===== src/rtl/micro_ucr_hash_multi.sv =====
// micro_ucr_hash_multi: multi-channel nonce search over the micro UCR hash.
// Optional feature macro: HASH_CONTADOR_INTENTOS_EN enables the intentos counter.
//
// Hash of (bloque_datos, nonce):
//   W[0..11]  = block bytes, MSB first.
//   W[12..15] = nonce zero-extended to 32 bits, MSB first.
//   W[16..31] = W[j-3] | (W[j-9] ^ W[j-14]).
//   Initial values: a=01, b=89, c=FE.
//   Rounds j=0..31: k=99, x=a^b for j<=16; k=A1, x=a^b^c otherwise.
//   Each round: a'=b^c, b'=c<<4, c'=x+k+W[j].
//   Result: {01+a, 89+b, FE+c}.
// Hit rule: hash[23:16] < target, with target FF accepting any hash.
//
// Pipeline:
//   issue stage    -> registered nonces and valids of the step.
//   result stage   -> registered hash and hit per channel.
//   winner capture -> one more edge.
//
// state      | meaning
// IDLE       | after reset, waiting for inicio
// BUSCAR     | issuing steps and watching for hits
// ENCONTRADO | winner held in bounty / nonce_ganador
// AGOTADO    | range exhausted without a hit

module micro_ucr_hash_multi #(
    parameter int NUM_NUCLEOS = 4,
    parameter int ANCHO_NONCE = 32
) (
    input  logic                   clk,
    input  logic                   reset_n,
    input  logic                   inicio,
    input  logic [95:0]            bloque_datos,
    input  logic [ANCHO_NONCE-1:0] nonce_inicial,
    input  logic [ANCHO_NONCE-1:0] nonce_limite,
    input  logic [7:0]             target,
    output logic [23:0]            bounty,
    output logic [ANCHO_NONCE-1:0] nonce_ganador,
    output logic                   terminado,
    output logic                   agotado,
    output logic                   ocupado,
    output logic [31:0]            intentos
);

    typedef enum logic [1:0] {IDLE, BUSCAR, ENCONTRADO, AGOTADO} estado_t;

    estado_t estado, estado_sig;

    logic [95:0]            blk_q;
    logic [ANCHO_NONCE-1:0] lim_q;
    logic [7:0]             tgt_q;
    logic [ANCHO_NONCE:0]   base_q;

    logic                   emitido_q;
    logic [NUM_NUCLEOS-1:0] emit_valid_q;
    logic [ANCHO_NONCE-1:0] emit_nonce_q [NUM_NUCLEOS];

    logic [NUM_NUCLEOS-1:0] res_hit_q;
    logic [23:0]            res_hash_q  [NUM_NUCLEOS];
    logic [ANCHO_NONCE-1:0] res_nonce_q [NUM_NUCLEOS];

    logic [NUM_NUCLEOS-1:0] paso_valid;
    logic [ANCHO_NONCE-1:0] paso_nonce [NUM_NUCLEOS];
    logic [NUM_NUCLEOS-1:0] hit_c;
    logic [23:0]            hash_c [NUM_NUCLEOS];
    logic [23:0]            gan_hash;
    logic [ANCHO_NONCE-1:0] gan_nonce;
    logic                   cargar, emitir, ganar, agotar, hay_hit, sin_canales;

    function automatic logic [23:0] micro_hash(input logic [95:0] blk, input logic [31:0] n);
        logic [7:0] w [32];
        logic [7:0] a, b, c, x, k, a_n, b_n;
        for (int j = 0; j < 12; j++) w[j] = blk[95-8*j -: 8];
        for (int j = 0; j < 4; j++) w[12+j] = n[31-8*j -: 8];
        for (int j = 16; j < 32; j++) w[j] = w[j-3] | (w[j-9] ^ w[j-14]);
        a = 8'h01;
        b = 8'h89;
        c = 8'hFE;
        for (int j = 0; j < 32; j++) begin
            if (j <= 16) begin
                k = 8'h99;
                x = a ^ b;
            end else begin
                k = 8'hA1;
                x = a ^ b ^ c;
            end
            a_n = b ^ c;
            b_n = c << 4;
            c   = x + k + w[j];
            a   = a_n;
            b   = b_n;
        end
        return {8'h01 + a, 8'h89 + b, 8'hFE + c};
    endfunction

    // Nonces of the next step; the extra sum bit catches wrap past the top.
    always_comb begin
        logic [ANCHO_NONCE:0] suma;
        suma = '0;
        for (int i = 0; i < NUM_NUCLEOS; i++) begin
            suma          = base_q + (ANCHO_NONCE+1)'(i);
            paso_nonce[i] = suma[ANCHO_NONCE-1:0];
            paso_valid[i] = !suma[ANCHO_NONCE] && (suma[ANCHO_NONCE-1:0] <= lim_q);
        end
    end

    // Per-channel hash datapath on the issued step.
    always_comb begin
        for (int i = 0; i < NUM_NUCLEOS; i++) begin
            hash_c[i] = micro_hash(blk_q, 32'(emit_nonce_q[i]));
            hit_c[i]  = emit_valid_q[i] && ((hash_c[i][23:16] < tgt_q) || (tgt_q == 8'hFF));
        end
    end

    // Lowest channel index with a registered hit wins.
    always_comb begin
        gan_hash  = '0;
        gan_nonce = '0;
        for (int i = NUM_NUCLEOS-1; i >= 0; i--) begin
            if (res_hit_q[i]) begin
                gan_hash  = res_hash_q[i];
                gan_nonce = res_nonce_q[i];
            end
        end
    end

    assign hay_hit     = |res_hit_q;
    assign sin_canales = emitido_q && (emit_valid_q == '0);

    // State register.
    always_ff @(posedge clk) begin
        if (!reset_n) estado <= IDLE;
        else          estado <= estado_sig;
    end

    // Next state and control strobes; a hit in flight beats exhaustion.
    always_comb begin
        estado_sig = estado;
        cargar     = 1'b0;
        emitir     = 1'b0;
        ganar      = 1'b0;
        agotar     = 1'b0;
        unique case (estado)
            IDLE, ENCONTRADO, AGOTADO: begin
                if (inicio) begin
                    cargar     = 1'b1;
                    estado_sig = BUSCAR;
                end
            end
            BUSCAR: begin
                if (inicio) begin
                    cargar     = 1'b1;
                    estado_sig = BUSCAR;
                end else if (hay_hit) begin
                    ganar      = 1'b1;
                    estado_sig = ENCONTRADO;
                end else if (sin_canales) begin
                    agotar     = 1'b1;
                    estado_sig = AGOTADO;
                end else begin
                    emitir = 1'b1;
                end
            end
            default: estado_sig = IDLE;
        endcase
    end

    // Job latch, issue/result pipeline and result registers.
    always_ff @(posedge clk) begin
        if (!reset_n) begin
            blk_q         <= '0;
            lim_q         <= '0;
            tgt_q         <= '0;
            base_q        <= '0;
            emitido_q     <= 1'b0;
            emit_valid_q  <= '0;
            res_hit_q     <= '0;
            bounty        <= '0;
            nonce_ganador <= '0;
            for (int i = 0; i < NUM_NUCLEOS; i++) begin
                emit_nonce_q[i] <= '0;
                res_hash_q[i]   <= '0;
                res_nonce_q[i]  <= '0;
            end
        end else begin
            for (int i = 0; i < NUM_NUCLEOS; i++) begin
                emit_nonce_q[i] <= paso_nonce[i];
                res_hash_q[i]   <= hash_c[i];
                res_nonce_q[i]  <= emit_nonce_q[i];
            end
            emitido_q    <= emitir;
            emit_valid_q <= emitir ? paso_valid : '0;
            res_hit_q    <= (cargar || ganar || agotar) ? '0 : hit_c;
            if (emitir) base_q <= base_q + (ANCHO_NONCE+1)'(NUM_NUCLEOS);
            if (cargar) begin
                blk_q         <= bloque_datos;
                lim_q         <= nonce_limite;
                tgt_q         <= target;
                base_q        <= {1'b0, nonce_inicial};
                bounty        <= '0;
                nonce_ganador <= '0;
            end else if (ganar) begin
                bounty        <= gan_hash;
                nonce_ganador <= gan_nonce;
            end else if (agotar) begin
                bounty        <= '0;
                nonce_ganador <= '0;
            end
        end
    end

    assign ocupado   = (estado == BUSCAR);
    assign terminado = (estado == ENCONTRADO);
    assign agotado   = (estado == AGOTADO);

`ifdef HASH_CONTADOR_INTENTOS_EN
    logic [31:0] intentos_q;
    logic [3:0]  n_validos;

    // Number of live channels in the step about to be issued.
    always_comb begin
        n_validos = '0;
        for (int i = 0; i < NUM_NUCLEOS; i++) n_validos = n_validos + 4'(paso_valid[i]);
    end

    // Saturating count of evaluated nonces for the current job.
    always_ff @(posedge clk) begin
        logic [32:0] suma_int;
        suma_int = {1'b0, intentos_q} + 33'(n_validos);
        if (!reset_n)    intentos_q <= '0;
        else if (cargar) intentos_q <= '0;
        else if (emitir) intentos_q <= suma_int[32] ? 32'hFFFF_FFFF : suma_int[31:0];
    end

    assign intentos = intentos_q;
`else
    assign intentos = '0;
`endif

endmodule


===== config.mk =====
export PLATFORM = sky130hd
export DESIGN_NAME = micro_ucr_hash_multi
export DESIGN_NICKNAME = d
export VERILOG_FILES = /design/src/rtl/micro_ucr_hash_multi.sv
export SDC_FILE = /design/constraint.sdc
export NUM_CORES = 2
export LEC_CHECK = 0
export CORE_ASPECT_RATIO = 0.7
export CORE_UTILIZATION = 50
export DETAILED_ROUTE_END_ITERATION = 16
export PLACE_DENSITY = 0.68
export SLEW_MARGIN = 20
export SYNTH_ARGS = -nofsm -noshare
export SYNTH_HDL_FRONTEND = slang
export SYNTH_SLANG_ARGS = --single-unit

===== constraint.sdc =====
create_clock -name clk -period 36.9 [get_ports clk]
set_input_delay 11.07 -clock clk [delete_from_list [all_inputs] [get_ports clk]]
set_output_delay 11.07 -clock clk [all_outputs]
set_load 0.01 [all_outputs]

==> out/results.txt <==
status: completed
CTS tree: built
setup bufs post-CTS: 0
Nets: 9,325
Vias/cell: 6.00
gr ovfl total: 0
Avg Synthesized Cell Area: 8.67 µm²
Synth warnings: 0
Setup TNS: 0 ps
PortBufs: 227
Worst Hold Class: reg2reg
# rows: 110
initial DRC count: 8,295
Crit Path Class: reg2reg
Period minus WS final: 33,050 ps
top cell type by total area after synthesis: ha_1
initial antenna violation count: 54
Synth area leaders: ha_1 25%, dfxtp_1 17%, xnor2_1 15%, xor2_1 6.4%, inv_1 4.9%
layout cells sized above 1: 0.0491
Rel. slew slack: 0.101
total wire length after detailed routing: 309 mm
gr usage total: 0.456
Crit path top cell by count: xnor2_1
DR pass1 iterations: 6
Mapped Cells: 7,520
Max Fclk: 30.3 MHz
Die ar.: 132,000 µm²
number of global-route vias before repair: 52,700
Area growth syn-to-layout: 11.3%
delay-heaviest family, CP: XOR/XNOR gates
Setup Skew: 83.3 ps
ANT nets after route: 0
RSZ-0062 raised after global routing: false
Worst path slowest cell: xor2_1
Setup crit end kind: flip-flop
Post-route DRC: 0
number of synthesized flops with an enable pin: 0
Slew Viols, Final: 0
clk sink count: 566
Final Cycle Share: 0.896
CORE AREA: 129,000 µm²
Critical Path Start Type: flip-flop
Mapped Area: 65,200 µm²
initial core utilization: 0.506
pin count of the biggest net entering global routing: 100
total number of vias: 57,700
I/O pin total: 262
Async SR Flop Fraction: 0
endpoints failing hold: 0
hold buffers post-CTS: 0
CTS Buffer Depth: 3
ys flop type: dfxtp_1
die height: 304 µm
Max H-tree Level: 2
Critical Path RT: 37,550 ps
clk slew on worst S/H paths: 70 ps
HPWL after detailed placement: 256 mm
Worst Path Arrival: 33,710 ps
fill count: 12,000
drt wl/cell: 32.1 µm
Root Buffer: clkbuf_16
Yosys reg bits: 566
CP bufs+invs: 15
share of the synthesized area in the top cell type: 0.247
Seq/Total Area, Yosys: 0.174
R2R setup slack: 3850 ps
final setup fails: 0
synth unique cells: 60
post_cts resized: 0
clock insertion delay at the later pin of the skew report: 770 ps
Tightest Pin Transition: 1340 ps
first-pass GRT wire length: 417 mm
Final GP Congestion: 1.11
CP Max Fanout: 6
Max Cap Viol: 0
CP peak stage delay: 710 ps
Num CTS Buffers: 61
Die Width: 434 µm
## worst reg2reg max path, delay by kind of cell, from the launching register on
family / cells / cell delay (ps)
xor+xnor: 73 / 16300
flops: 1 / 450
buf+inv: 15 / 940
simple gates: 2 / 270
fa+ha+maj: 45 / 14160
compound gates: 4 / 910
## routing by layer
metal  global-route usage  vias to the layer above  share of wire
met1                0.663                    27700           0.44
met4                0.193                       24          0.048
li1                     -                    25400              -
met5                    0                        -        0.00064
met2                0.576                     3925           0.36
met3                0.185                      676           0.15
## cell type report
cell class | instances | area, µm² | share of cell area
sequential | 566 | 11300 | 0.156
clock buffer | 80 | 1710 | 0.0235
timing repair buffer | 387 | 3480 | 0.0480
multi-input combinational | 5907 | 50000 | 0.689
antenna | 62 | 155 | 0.00214
tap | 1736 | 2170 | 0.0299
inverter | 852 | 3200 | 0.0441
clock inverter | 33 | 474 | 0.00654
## synth_stat cells (8+ instances only)
cell type and n:
ha_1 1289, xnor2_1 1121, inv_1 852, dfxtp_1 566, xor2_1 480, a21oi_1 405
and2_1 330, a21o_1 297, nor2_1 282, nor2b_1 254, nand2_1 246, clkbuf_1 176
o21ai_0 143, mux2i_1 139, nand2b_1 112, o21bai_1 104, or3_1 93, fa_1 90
or2_2 77, a22oi_1 67, nor3_1 54, nand3_1 43, nand4_1 41, buf_4 36
a31oi_1 29, o21a_1 23, xnor3_1 23, nor4_1 19, o21ai_1 16, nor3b_1 15
buf_1 13, and3_1 10, or4_1 8
## path summary, 6_finish.rpt
path	cells past startpoint	start	to
setup / recovery	139	blk_q[88]	res_hash_q[0][31]
hold / removal	2	nonce_ganador[19]	nonce_ganador[19]
setup reg to reg	139	blk_q[88]	res_hash_q[0][31]
hold reg to reg	2	nonce_ganador[19]	nonce_ganador[19]
## cell usage in the layout (no fill, tap or decap), drive strengths merged, types with 67 or more instances in the layout
| master | n |
|---|---|
| ha | 1289 |
| xnor2 | 1124 |
| inv | 865 |
| dfxtp | 566 |
| xor2 | 481 |
| a21oi | 405 |
| and2 | 330 |
| a21o | 297 |
| nor2 | 282 |
| nor2b | 254 |
| nand2 | 246 |
| clkdlybuf4s50 | 225 |
| buf | 162 |
| o21ai | 159 |
| mux2i | 139 |
| nand2b | 112 |
| o21bai | 104 |
| or3 | 93 |
| fa | 90 |
| clkbuf | 80 |
| or2 | 78 |
| a22oi | 67 |
## sequential cells by signal (all words and copies together), names as in the netlist
signal and cells:
bounty 21, res_hash_q 81, estado 2, emit_valid_q 4, lim_q 32, res_hit_q 4
tgt_q 8, nonce_ganador 32, blk_q 96, emit_nonce_q 126, emitido_q 1, base_q 33
res_nonce_q 126
## cell families after synthesis
| group | synth area share |
|---|---|
| DFF | 0.174 |
| adders and majority gates | 0.275 |
| AOI/OAI and AO/OA | 0.108 |
| buffers and inverters | 0.0643 |
| muxes | 0.0213 |
| and+or+nand+nor | 0.132 |
| xor gates and xnor gates | 0.226 |
| other | 0.0000575 |
## stage by stage
step           std cells  hold WS (ps)  area [µm²]   util  setup slack, ps
6_report            9623           455       72600  0.563             3850
3_5_place_dp        9448           441       70200  0.544             4960
4_1_cts             9561           456       72400  0.561             4760
2_1_floorplan       7553           445       65300      -             9740
5_1_grt             9573           479       72400  0.562             2770
3_3_place_gp        9447           434       70200  0.544             5080
Power is left out: the tool's default activity adds up to more than one toggle a clock period on the data nets, which glitch-free logic cannot reach.
